[config.mk]
export PLATFORM = sky130hd
export DESIGN_NAME = sequence_blinker
export DESIGN_NICKNAME = d
export VERILOG_FILES = /design/src/rtl/sequence_blinker.sv
export SDC_FILE = /design/constraint.sdc
export NUM_CORES = 1
export LEC_CHECK = 0
export ABC_AREA = 1
export CAP_MARGIN = 20
export CELL_PAD_IN_SITES_DETAIL_PLACEMENT = 0
export CELL_PAD_IN_SITES_GLOBAL_PLACEMENT = 2
export CORE_UTILIZATION = 36
export DETAILED_ROUTE_END_ITERATION = 7
export PLACE_DENSITY_LB_ADDON = 0.12
export SYNTH_ARGS = -nofsm -noshare
export SYNTH_HDL_FRONTEND = slang
export SYNTH_SLANG_ARGS = --single-unit
[constraint.sdc]
create_clock -name clk -period 5.1 [get_ports clk]
set_input_delay 0.765 -clock clk [delete_from_list [all_inputs] [get_ports clk]]
set_output_delay 0.765 -clock clk [all_outputs]
set_load 0.01 [all_outputs]
[src/rtl/sequence_blinker.sv]
// Plays the first `level` colours of the sequence memory on one-hot LEDs,
// one step at a time, then pulses blinker_done once per request.
module sequence_blinker #(
   parameter int ON_CYCLES  = 25000000,
   parameter int OFF_CYCLES = 12500000
) (
   input  logic       clk,
   input  logic       reset,
   input  logic       on_blinker,
   input  logic [3:0] level,
   output logic       rd_en,
   output logic [3:0] rd_addr,
   input  logic [1:0] rd_data,
   output logic [3:0] led,
   output logic       blinker_done
);

   localparam int MAX_CYCLES = (ON_CYCLES > OFF_CYCLES) ? ON_CYCLES : OFF_CYCLES;
   localparam int TW         = (MAX_CYCLES > 1) ? $clog2(MAX_CYCLES) : 1;
   localparam logic [TW-1:0] ON_LOAD  = TW'(ON_CYCLES - 1);
   localparam logic [TW-1:0] OFF_LOAD = TW'(OFF_CYCLES - 1);
   localparam logic [3:0]    MAX_STEPS = 4'd10;

   typedef enum logic [2:0] {
      IDLE, FETCH, WAIT_DATA, ON, OFF, DONE, REARM
   } state_t;

   state_t        state_q, state_d;
   logic [3:0]    idx_q, idx_d;
   logic [3:0]    lvl_q, lvl_d;
   logic [1:0]    colour_q, colour_d;
   logic [TW-1:0] timer_q, timer_d;
   logic          rd_en_q, rd_en_d;
   logic [3:0]    rd_addr_q, rd_addr_d;
   logic [3:0]    led_q, led_d;
   logic          done_q, done_d;

   // NOTE: every output is a register loaded together with the state it belongs to.
   always_ff @(posedge clk) begin
      if (!reset) begin
         state_q   <= IDLE;
         idx_q     <= '0;
         lvl_q     <= '0;
         colour_q  <= '0;
         timer_q   <= '0;
         rd_en_q   <= 1'b0;
         rd_addr_q <= '0;
         led_q     <= '0;
         done_q    <= 1'b0;
      end else begin
         state_q   <= state_d;
         idx_q     <= idx_d;
         lvl_q     <= lvl_d;
         colour_q  <= colour_d;
         timer_q   <= timer_d;
         rd_en_q   <= rd_en_d;
         rd_addr_q <= rd_addr_d;
         led_q     <= led_d;
         done_q    <= done_d;
      end
   end

   // NOTE: defaults first so no path leaves a variable unassigned (no latches).
   always_comb begin
      state_d   = state_q;
      idx_d     = idx_q;
      lvl_d     = lvl_q;
      colour_d  = colour_q;
      timer_d   = timer_q;
      rd_en_d   = 1'b0;
      rd_addr_d = '0;
      led_d     = '0;
      done_d    = 1'b0;

      unique case (state_q)
         IDLE: begin
            timer_d = '0;
            if (on_blinker) begin
               idx_d = '0;
               lvl_d = (level > MAX_STEPS) ? MAX_STEPS : level;
               if (level == 4'd0) begin
                  state_d = DONE;
               end else begin
                  // The start cycle doubles as the first address cycle.
                  rd_en_d = 1'b1;
                  state_d = FETCH;
               end
            end
         end
         FETCH: begin
            if (!on_blinker) begin
               state_d = IDLE;
            end else if (rd_en_q) begin
               state_d = WAIT_DATA;
            end else begin
               // Between steps FETCH first spends a setup cycle issuing the read.
               rd_en_d   = 1'b1;
               rd_addr_d = idx_q;
            end
         end
         WAIT_DATA: begin
            if (!on_blinker) begin
               state_d = IDLE;
            end else begin
               colour_d = rd_data;
               timer_d  = ON_LOAD;
               led_d    = 4'b0001 << rd_data;
               state_d  = ON;
            end
         end
         ON: begin
            if (!on_blinker) begin
               state_d = IDLE;
            end else if (timer_q == '0) begin
               timer_d = OFF_LOAD;
               state_d = OFF;
            end else begin
               timer_d = timer_q - TW'(1);
               led_d   = 4'b0001 << colour_q;
            end
         end
         OFF: begin
            if (!on_blinker) begin
               state_d = IDLE;
            end else if (timer_q != '0) begin
               timer_d = timer_q - TW'(1);
            end else if (idx_q + 4'd1 < lvl_q) begin
               idx_d   = idx_q + 4'd1;
               state_d = FETCH;
            end else begin
               done_d  = 1'b1;
               state_d = DONE;
            end
         end
         DONE: begin
            // Entered either with the pulse already raised or, for level 0, without it.
            if (done_q) begin
               state_d = REARM;
            end else begin
               done_d = 1'b1;
            end
         end
         REARM: begin
            if (!on_blinker) state_d = IDLE;
         end
         default: state_d = IDLE;
      endcase
   end

   assign rd_en        = rd_en_q;
   assign rd_addr      = rd_addr_q;
   assign led          = led_q;
   assign blinker_done = done_q;

endmodule
==> results summary, run 1 <==
The sequential power share is between 20% and 30%. Clock tree synthesis found a total of 48 sinks. The mean area per synthesized cell is around 6.8 sq um. The clock reaches the later pin of the worst-skew pair after between 300 and 400 ps. Summed over all failing endpoints, the final setup total negative slack is 0 ps. The post-synthesis sequential element count is 48. The element type at the critical path start is a primary input.

The hold path depth is 2. The top-level I/O count came out at 19. The floorplan die width came out at roughly 90 microns. CTS built an H-tree with a depth of 2. The violation count after the first detailed-route iteration is 130. Setup repair after global routing left no endpoint under its margin. The number of hold violations in the final report came out at 0. The remaining antenna violation count after routing is 0. The maximum buffer depth of the clock tree is 2.

The filler-free cell count of the finished design came out at between 500 and 600. The post-route worst hold slack came out at 470.4 ps. In this run the worst path has a maximum fanout of 19. The cell count after synthesis came out at around 430. The data arrival at the endpoint of the critical path is about 2600 ps. The total nets after synthesis is about 450.

The first global-routing pass estimated approximately 13000 microns of wire. Detailed routing inserted a total of ~2.7k vias. After layout, the design draws a total of between 1500 and 2000 uW. The flow ran to the end, and the final reports show no timing, DRC or antenna violations.

The number of buffers added for setup after CTS came out at 0. The summed instance area of the synthesized netlist came out at slightly below 3000 sq um. The CTS tree is yes. The initial antenna violation count came out at 0. The net count of the finished layout came out at around 470. The fraction of final layout cells with drive strength greater than 1 is about an eighth. The slew at the pin closest to its max-slew limit came out at 529.3 ps. The switching share of total power is between 40% and 50%. The worst hold path belongs to the class reg -> reg. Among all flip-flop cells after synthesis, the most frequent one is dfxtp_1. Global routing consumed, over all layers together, 19.74% of the routing resources. The floorplan step defined a die boundary enclosing approximately 8600 sq um. Static timing analysis puts the maximum clock frequency at between 0.4 and 0.5 GHz. For the worst setup path, the data required time is ~5300 ps. The growth of design area from synthesis to finish is 13.07%.

The fraction of registers with async set/reset is 0%. The register-to-register setup slack is roughly 3000 ps. Counting cells, the worst reg-to-reg path comes to 9.

The clock skew is between 10 and 15 ps. The number of endpoints failing setup at the final stage came out at 0. The number of global-route vias before repair came out at roughly 2.7k. The clock edge transition at the registers on the reported setup and hold paths is around 100 ps. The share of total power in combinational logic is a little over half. The mean number of vias per cell is 4.883. The number of rows created at floorplan came out at 32.

After floorplanning, the core was sized to cover 7807 sq um. Summing the sequential cell areas from Yosys gives between 30% and 40% of the chip area. The ratio of final minimum period to clock period is 46.87%.

The part of the power in the clock network is slightly below 20%. The total internal power came out at between 800 and 900 uW. The post-placement cell count came out at around 550.

The maximum number of pins on one net before global-route repair came out at 22. The worst register-to-register path begins at idx_q[0]. The amount of wire on met2 after detailed routing came out at 3606 microns.

Summed over all layers, the global routing overflow is 0. The worst setup path is captured at a register. The number of unique standard cell types used by synthesis came out at 41. The switching component of the power came out at 703.9 uW.

The Yosys warning count is 0. The shortest period the worst path allows came out at around 2400 ps. The startpoint of the tightest hold check path is lvl_q[2].

Summed over all instances, the cell type with the most area after synthesis is dfxtp_1. Across the run, the number of max-cap violations was 0. The final HPWL from detailed placement is around 5800 microns.

The count of input and output buffers is 18. The number of remaining DRC errors came out at 0. The detailed-route wire length on metal 1 came out at 3750 microns. Once routing completed, OpenROAD measured the worst setup slack at around 2700 ps.

In the post-synthesis netlist, the biggest area contributors are dfxtp_1 33%, nand2_1 13%, nor2_1 7.5%, a21oi_1 6.3%, inv_1 5.5%. In this run the critical register-to-register path is captured at idx_q[3]. In this run the clock root is driven by a clkbuf_8. By count the netlist is led by 104 x nand2_1, 59 x nor2_1, 48 x dfxtp_1. The count of flip-flops with a built-in enable after synthesis is 0. The clock buffer count from CTS is 5. The routability congestion estimate is 0.8620. For this configuration, the core starts out at a cell density of 37.76%. After clock tree synthesis, the flow added hold-fix buffers numbering 0. By startpoint and endpoint, the worst setup path is classified as in -> reg. The routed length on met3 is 216 microns. The overall routed net length came out at around 7600 microns.

Among all cell types in the netlist, the one instantiated most often is nand2_1. The pre-antenna-repair detailed-routing pass consisted of 5 iterations. The power density over the cells is 457.4 nW/um^2.

The average routed wire per standard cell came out at roughly 14 microns. The area share of the largest cell type after synthesis came out at between 30% and 40%. The die is approximately 92 microns tall. The number of gates resized after CTS was 0. Routed signal wires occupy layers up through met4. The headroom to the max-slew limit is about 64%. The worst-case vdd ir drop came out at about 0.00018 V. The number of antenna cells inserted came out at 0. The number of max-slew violations in the final report is 0.

The static power due to leakage is ~0.0014 uW. The path with the worst hold slack has its endpoint at lvl_q[2]. The post-place setup slack is 2322 ps.
## registers in the layout, summed over array words and instances, names as in the netlist
register and cells:
idx_q 4, blinker_done 1, lvl_q 4, rd_addr 4
rd_en 1, state_q 3, led 4, colour_q 2
timer_q 25
## cells in the final DEF, fill, tap and decap left out, types with 3 or more instances in the layout
cell type	Yosys	final
nand2_1	104	104
nor2_1	59	59
dfxtp_1	48	48
inv_1	43	43
a21oi_1	37	37
nand3_1	26	26
clkdlybuf4s50_1	0	18
nand4_1	15	15
xor2_1	13	13
o21ai_0	10	10
nand2_2	9	9
nor2_4	6	6
nor2_2	6	6
inv_2	6	6
ha_1	6	6
clkbuf_8	0	5
nor3_1	4	4
nand3_2	3	3
xnor2_1	3	3
o21ai_1	3	3
## power by group through the flow
stage,sequential [uW],clock (uW),combinational (uW)
4_1_cts,435,303,801
5_1_grt,441,320,908
2_1_floorplan,437,0,647
3_3_place_gp,445,0,804
6_report,436,295,793
3_5_place_dp,444,0,796
## logic make-up after synthesis
logic type | after synthesis | share of synthesized area [%]
AND/OR/NAND/NOR | 243 | 39.69
AO/OA/AOI/OAI | 61 | 12.05
buffers and inverters | 58 | 8.361
flip-flops | 48 | 32.60
XOR/XNOR | 16 | 4.754
adder cells (fa/ha/maj) | 6 | 2.547
## per-layer routing
layer | global-route usage, % | vias to the layer above
met5 | 0 | -
met2 | 34.20 | 47
met1 | 25.58 | 1224
met3 | 3.038 | 4
li1 | - | 1435
met4 | 4.557 | 0
## cell type report
cell class | count | area (sq um)
fill | 840 | 4474
tap | 102 | 127.6
clock inverter | 3 | 46.29
clock buffer | 5 | 68.82
timing repair buffer | 19 | 187.7
multi-input combinational | 326 | 1740
inverter | 52 | 201.4
sequential | 48 | 960.9
## worst max path at each step
stage | from | depth (start not counted) | slack [ps] | to
3_3_place_gp | reset | 4 | 2330 | state_q[2]
2_1_floorplan | idx_q[0] | 9 | 3310 | idx_q[0]
4_1_cts | reset | 4 | 2660 | timer_q[10]
6_report | reset | 4 | 2710 | timer_q[10]
5_1_grt | reset | 4 | 2530 | state_q[0]
3_5_place_dp | reset | 4 | 2320 | timer_q[10]
## critical path, stage by stage
cell	delay (ps)
clkdlybuf4s50_1	730
clkinv_1	560
buf_4	420
a21oi_1	160
## through the flow
step / instance area (sq um) / util [%]
6_report: 3333 / 42.69
4_1_cts: 3333 / 42.69
3_3_place_gp: 3218 / 41.22
3_5_place_dp: 3218 / 41.22
2_1_floorplan: 2948 / -
5_1_grt: 3333 / 42.69
Note: power is estimated with default switching activity, not from simulation.
==> inputs of run 2 (changes only) <==
--- a/config.mk
+++ b/config.mk
@@ -9,7 +9,7 @@
 export CAP_MARGIN = 20
 export CELL_PAD_IN_SITES_DETAIL_PLACEMENT = 0
 export CELL_PAD_IN_SITES_GLOBAL_PLACEMENT = 2
-export CORE_UTILIZATION = 36
+export CORE_UTILIZATION = 30
 export DETAILED_ROUTE_END_ITERATION = 7
 export PLACE_DENSITY_LB_ADDON = 0.12
 export SYNTH_ARGS = -nofsm -noshare
==> constraint.sdc (replaced) <==
create_clock -name clk -period 2.1 [get_ports clk]
set_input_delay 0.315 -clock clk [delete_from_list [all_inputs] [get_ports clk]]
set_output_delay 0.315 -clock clk [all_outputs]
set_load 0.01 [all_outputs]
==> run 2 against run 1 <==
Clock power is 140% higher; sequential share of layout area is 0.74 points lower; register-to-register slack worse by 2800 ps; non-clock buffer count is 6 higher.
==> results summary, run 2 (same netlist as run 1, synthesis figures left out) <==
In this run switching power makes up a little under half of total power. The number of endpoints failing setup at the final stage is 0. The worst register-to-register path begins at idx_q[2]. The filler-free cell count of the finished design came out at ~590. Once the clock tree was built, the resizer swapped 0 gates to a different size.

The number of hold violations in the final report came to 0. The number of max-slew violations in the final report came to 0. The maximum buffer depth of the clock tree is 2. The first-pass GRT wire length came out at between 10000 and 15000 microns. The net count of the finished layout is around 470. The total internal power came out at slightly above 2000 uW.

Data on the critical path arrives at its endpoint at 2150 ps. For the worst flop-to-flop path, the logic depth is 9. In this run the power spent charging and discharging nets is approximately 1800 uW.

The top-level I/O count came out at 19. Counting I/O delays and the setup requirement, the final critical path takes ~2000 ps. Detailed routing placed a total of a little under 4000 microns of wire on met2. Setup repair after global routing left no endpoint under its margin. The library cells used most frequently in the layout, excluding fill and tap cells, are 103 x nand2_1, 59 x nor2_1, 46 x dfxtp_1, 43 x inv_1, 37 x a21oi_1. The most common cell after layout, fill and taps aside is nand2_1. The detailed-route wire length on metal 1 came out at just under 4000 microns. The detail route stage leaves a number of antenna-violating nets equal to 0. The average routed wire per standard cell is 14.04 microns. The number of global-route vias before repair is between 2k and 3k. The run finished with clean final reports. The sequential power share is between 20 and 30%. The mean number of vias per cell is between 4 and 5.

For the final database, setup skew stands at approximately 8.6 ps. The clock edge transition at the registers on the reported setup and hold paths is ~100 ps. The post-route worst hold slack is 470.5 ps. The number of antenna cells inserted came out at 0. After detailed routing, no signal wire sits above met4.

The worst setup path is captured at a register. The register with the most flip-flops in the layout has 25 of them. The initial antenna violation count came out at 0. The H-tree was split into 2 levels. The static power due to leakage came out at between 0.001 and 0.0015 uW. The startpoint of the tightest hold check path is timer_q[0].

The worst-case vdd ir drop came out at ~0.00036 V. The clock insertion delay at the later pin of the skew report is between 300 and 400 ps. CTS saw 48 sinks.

Detailed routing inserted a total of 2786 vias. The clock network accounts for 19.0% of the total power. Total power for the finished layout comes to between 3000 and 4000 uW. The clock buffer count from CTS is 5.

The routed length on met3 came out at between 200 and 250 microns. The effective utilization at floorplan came out at 31.46%. For this design the ratio of total power to cell area is 1109 nW/um^2. The overall routed net length is approximately 8300 microns. The height of the chip is 101.1 microns. The floorplan die width came out at approximately 100 microns. The fraction of final layout cells with drive strength greater than 1 came out at 14.16%. The growth of design area from synthesis to finish came out at 16.34%.

In this run the worst path has a maximum fanout of 5. TritonCTS built the clock tree. The area of the core came out at 9371 sq um. The number of rows created at floorplan came out at 35. Global routing used between 15 and 20% of the available tracks across all layers. The violation count after the first detailed-route iteration is 90. Including well taps, the total number of placed cells is 580. The share of total power in combinational logic is a little over half. The number of buffers added for setup after CTS is 0. The aggregate negative setup slack came out at 0 ps. The count of input and output buffers came out at 18. The number of remaining DRC errors came out at 0.

The headroom to the max-slew limit is around 67%. The worst hold path endpoint is timer_q[0]. The die covers between 10000 and 15000 sq um. The detailed-router iteration count before antenna repair is 4. The cell sitting at the root of the clock tree is a clkbuf_8. The hold path depth came out at 2.

Counting flops per register, the top entry is timer_q. The endpoint identified for the worst register-to-register timing path is idx_q[2]. The category of the most critical setup path is reg -> reg.

The worst hold path belongs to the class reg -> reg. The maximum number of pins on one net before global-route repair came out at 22. The ratio of final minimum period to clock period is 92.62%. Routability-driven placement finished with a final weighted congestion of ~0.77. The slew at the pin closest to its max-slew limit came out at 493.0 ps. The max-cap violation count came out at 0. Summed over all nets, the half-perimeter wirelength after detailed placement is around 6400 microns. Counting the fill cells in the layout gives about 1.1k. The number of hold buffers added after cts came out at 0. Setup slack on the worst reg-to-reg path comes out at around 160 ps.

The worst setup path is launched from a register. The required time of the critical path came out at about 2300 ps. The aggregate global routing overflow is 0. The highest clock rate came out at ~0.5 GHz.
## run 2: cell count changes in the layout (fill, tap and decap cells not counted), sizes merged
cell / delta
buf: +6
clkinv: +2
clkinvlp: -1
inv: -1
## run 2: cell type report
cell class                      instances  area [sq um]  area share [%]
Tap cell                              129         161.4           4.706
Sequential cell                        48         963.4           28.09
Inverter                               52         201.4           5.874
Clock inverter                          3         47.55           1.386
Clock buffer                            5         68.82           2.007
Timing Repair Buffer                   25         232.7           6.786
Multi-Input combinational cell        326          1754           51.15
## run 2: worst max-delay path, stage by stage (launching register included)
cell and delay [ps]:
dfxtp_1 390, nand3_1 130, xor2_2 170, ha_1 290, a21o_1 180, o21bai_2 210
o21ai_4 220, nand2_2 110, nand2_1 80, a21oi_1 60
## run 2: worst max path at each step
stage              from       end  slack, ps  cells after the start
2_1_floorplan  idx_q[0]  idx_q[0]        310                      9
5_1_grt        idx_q[2]  idx_q[2]         30                      9
3_5_place_dp   idx_q[1]  idx_q[2]        110                      9
6_report       idx_q[2]  idx_q[2]        160                      9
3_3_place_gp   idx_q[2]  idx_q[0]        200                      9
4_1_cts        idx_q[0]  idx_q[2]         90                      9
## run 2: layer usage
metal / GRT usage, % / up-vias
met4: 5.574 / 0
met1: 23.02 / 1286
met5: 0 / -
met2: 30.35 / 39
met3: 2.288 / 12
li1: - / 1449
## run 2: power groups by stage
stage | clock, uW | combinational, uW | sequential [uW]
floorplan | 0 | 1570 | 1060
global placement | 0 | 2020 | 1080
detailed placement | 0 | 2020 | 1080
CTS | 759 | 2040 | 1060
global route | 774 | 2300 | 1070
finish | 721 | 2020 | 1060
## run 2: through the flow
step	instance area (sq um)	utilization (%)	setup slack, ps
floorplan	2948	-	308.6
global placement	3297	35.18	195.1
detailed placement	3297	35.18	111.9
CTS	3413	36.42	87.03
global route	3430	36.60	28.02
finish	3430	36.60	155.1
==> inputs of run 3 (changes only) <==
--- a/config.mk
+++ b/config.mk
@@ -9,6 +9,7 @@
 export CAP_MARGIN = 20
 export CELL_PAD_IN_SITES_DETAIL_PLACEMENT = 0
 export CELL_PAD_IN_SITES_GLOBAL_PLACEMENT = 2
+export CORE_MARGIN = 2
 export CORE_UTILIZATION = 30
 export DETAILED_ROUTE_END_ITERATION = 7
 export PLACE_DENSITY_LB_ADDON = 0.12
==> constraint.sdc (replaced) <==
create_clock -name clk -period 1.62 [get_ports clk]
set_input_delay 0.243 -clock clk [delete_from_list [all_inputs] [get_ports clk]]
set_output_delay 0.243 -clock clk [all_outputs]
set_load 0.01 [all_outputs]
==> run 3 against run 2 <==
Sequential power increased by 30%; count of clock-buffer cells in the layout increased by 1; the run now ends with negative setup slack left; non-clock buffer count increased by 85; largest power group unchanged; total power increased by 66%; highest routed layer unchanged; clock power increased by 13%; cell area increased by 30%; critical path type unchanged.
==> results summary, run 3 (same netlist as run 1, synthesis figures left out) <==
The run finished, with violations left. The checks that failed: negative setup slack. The first detailed-routing pass ran for 4 iterations. The mean number of vias per cell is between 4 and 5. The clock passes through at most 2 buffers. The final HPWL from detailed placement came out at a little under 7000 microns. The ratio of final minimum period to clock period is 111.6%. TritonCTS built the clock tree. The number of endpoints failing setup at the final stage came out at 11.

The detailed router finished its first iteration with 96 violations. In this run the standard cell core region covers about 9600 sq um. In this run the static leakage power is between 0.002 and 0.0025 uW. The post-route worst hold slack came out at 472.0 ps.

The routability congestion estimate came out at between 0.8 and 0.9. The number of global-route vias before repair came out at approximately 3k. The clock insertion delay at the later pin of the skew report came out at roughly 320 ps.

The critical path startpoint is idx_q[0]. The power density over the cells came out at 1421 nW/um^2. In this run the critical register-to-register path is launched from idx_q[0]. The net count of the finished layout came out at 560.

The max-cap violation count came out at 0. The first global-routing pass estimated roughly 15000 microns of wire. The clock edge transition at the registers on the reported setup and hold paths came out at roughly 100 ps.

The overall routed net length is between 9000 and 10000 microns. The top-level I/O count came out at 19. The startpoint of the tightest hold check path is lvl_q[2]. The number of remaining DRC errors is 0. The overall via count from detail_route is between 3k and 4k. The slew at the pin closest to its max-slew limit came out at ~320 ps. Across all setup checks in the final design, the least slack found is -187.2 ps. The category of the most critical setup path is reg -> reg.

Setup repair after global routing could not meet its margin everywhere. STA classifies the critical path endpoint as a register. The number of hold violations in the final report is 0. The required time of the critical path came out at about 1800 ps. The number of flip-flops under the largest register name is 25. In this run switching power makes up around 44% of total power.

The number of max-slew violations in the final report came to 0. The height of the chip is 103.1 microns. In this run, post-CTS hold repair placed 0 buffers. The aggregate negative setup slack is -1078 ps. The count of buffers added on input and output ports is 18. The root buffer cell chosen for the clock tree is clkbuf_8. From left edge to right edge, the die measures between 100 and 150 microns. The clock buffer count from CTS came out at 5. The library cells used most frequently in the layout, excluding fill and tap cells, are 83 x buf_4, 82 x nand2_1, 43 x nor2_1, 38 x inv_1, 29 x a21oi_1. The worst hold path class is reg -> reg. The fraction of final layout cells with drive strength greater than 1 came out at between 40% and 50%.

The utilization after layout came out at between 40% and 50%. The shortest period the worst path allows came out at around 1800 ps. The total internal power came out at around 3500 uW. The part of the power in the clock network came out at 12.8%. STA classifies the critical path startpoint as a register. The initial antenna violation count is 0.

Combinational cells account for 65.4% of the total power. The remaining antenna violation count after routing came out at 0. CTS saw 48 sinks. In the final routed layout, each cell accounts on average for 13.84 microns.

The library cell used most frequently in the layout, excluding fill and tap cells, is buf_4. Across the routed clock network, the largest skew measured is a little under 10 ps. The highest clock rate is around 0.55 GHz. Entering global routing, the biggest net connects 20 pins. The H-tree generated during clock tree synthesis spans 2 levels.

The switching component of the power came out at about 2800 uW. The worst-case vdd ir drop is between 0.0004 and 0.0005 V. At the worst endpoint, the arrival time is around 2000 ps.

From synthesis to final layout, the design area changed by 51.19%. The effective utilization at floorplan came out at a little under a third. The largest register by flop count is timer_q. The number of antenna cells inserted came out at 0. The worst-path maximum fanout is 5. The die area came out at ~11000 sq um. The headroom to the max-slew limit came out at between 70% and 80%. The sequential power share is 21.7%.

After global routing the overflow that remains totals 0. The initialized floorplan defines 36 standard-cell rows. Global routing used 18.98% of the available tracks.
[run 3: cell count changes in the layout (fill, tap and decap cells not counted), sizes merged]
cell	before	now
buf	7	92
bufinv	1	0
clkbuf	5	6
clkinv	4	1
clkinvlp	0	2
inv	50	53
[run 3: per-layer routing]
metal / vias to the layer above / GRT usage, % / wire, microns
li1: 1628 / - / -
met1: 1464 / 24.43 / 4464
met2: 28 / 32.52 / 4625
met3: 10 / 2.712 / 159
met4: 0 / 6.377 / 151
met5: - / 0 / 0
[run 3: what timing repair did]
action / 4_1_cts / 5_1_grt
setup endpoints to repair: 31 / 38
pin swaps: 21 / 22
cloned: 4 / 0
buffers inserted: 9 / 6
resized for setup: 40 / 81
[run 3: worst paths after layout]
kind / end / slack (ps) / cells after the start
max: idx_q[0] / -190 / 9
min: lvl_q[2] / 470 / 2
max reg2reg: idx_q[0] / -190 / 9
min reg2reg: lvl_q[2] / 470 / 2
[run 3: power by group through the flow]
stage	registers, uW	clock network (uW)	logic (uW)
2_1_floorplan	1380	0	2050
3_3_place_gp	1370	0	3380
3_5_place_dp	1370	0	3380
4_1_cts	1360	877	3810
5_1_grt	1390	903	4560
6_report	1380	813	4140
[run 3: metrics by stage]
stage               area [sq um]  setup slack [ps]  instances  total power, uW
floorplan                   2970            -69.94        432             3427
finish                      4457            -187.2        679             6332
CTS                         4218            -194.6        675             6044
global placement            3862            -134.9        654             4750
global route                4457            -317.3        679             6851
detailed placement          3862            -178.1        654             4750
[run 3: area by class of cell]
| class | count | area (sq um) |
|---|---|---|
| multi-input combinational | 326 | 2032 |
| sequential | 48 | 994.7 |
| clock buffer | 6 | 82.58 |
| timing repair inverter | 2 | 17.52 |
| tap | 133 | 166.4 |
| fill | 1021 | 5182 |
| inverter | 52 | 210.2 |
| clock inverter | 2 | 15.01 |
| timing repair buffer | 110 | 938.4 |
[run 3: critical path, cell delays in order (launching register included)]
cell,delay (ps)
dfxtp_2,370
nand3_2,70
xor2_1,180
ha_1,320
a21o_1,170
o21bai_4,180
o21ai_4,180
nand2_2,100
nand2_1,70
a21oi_1,60
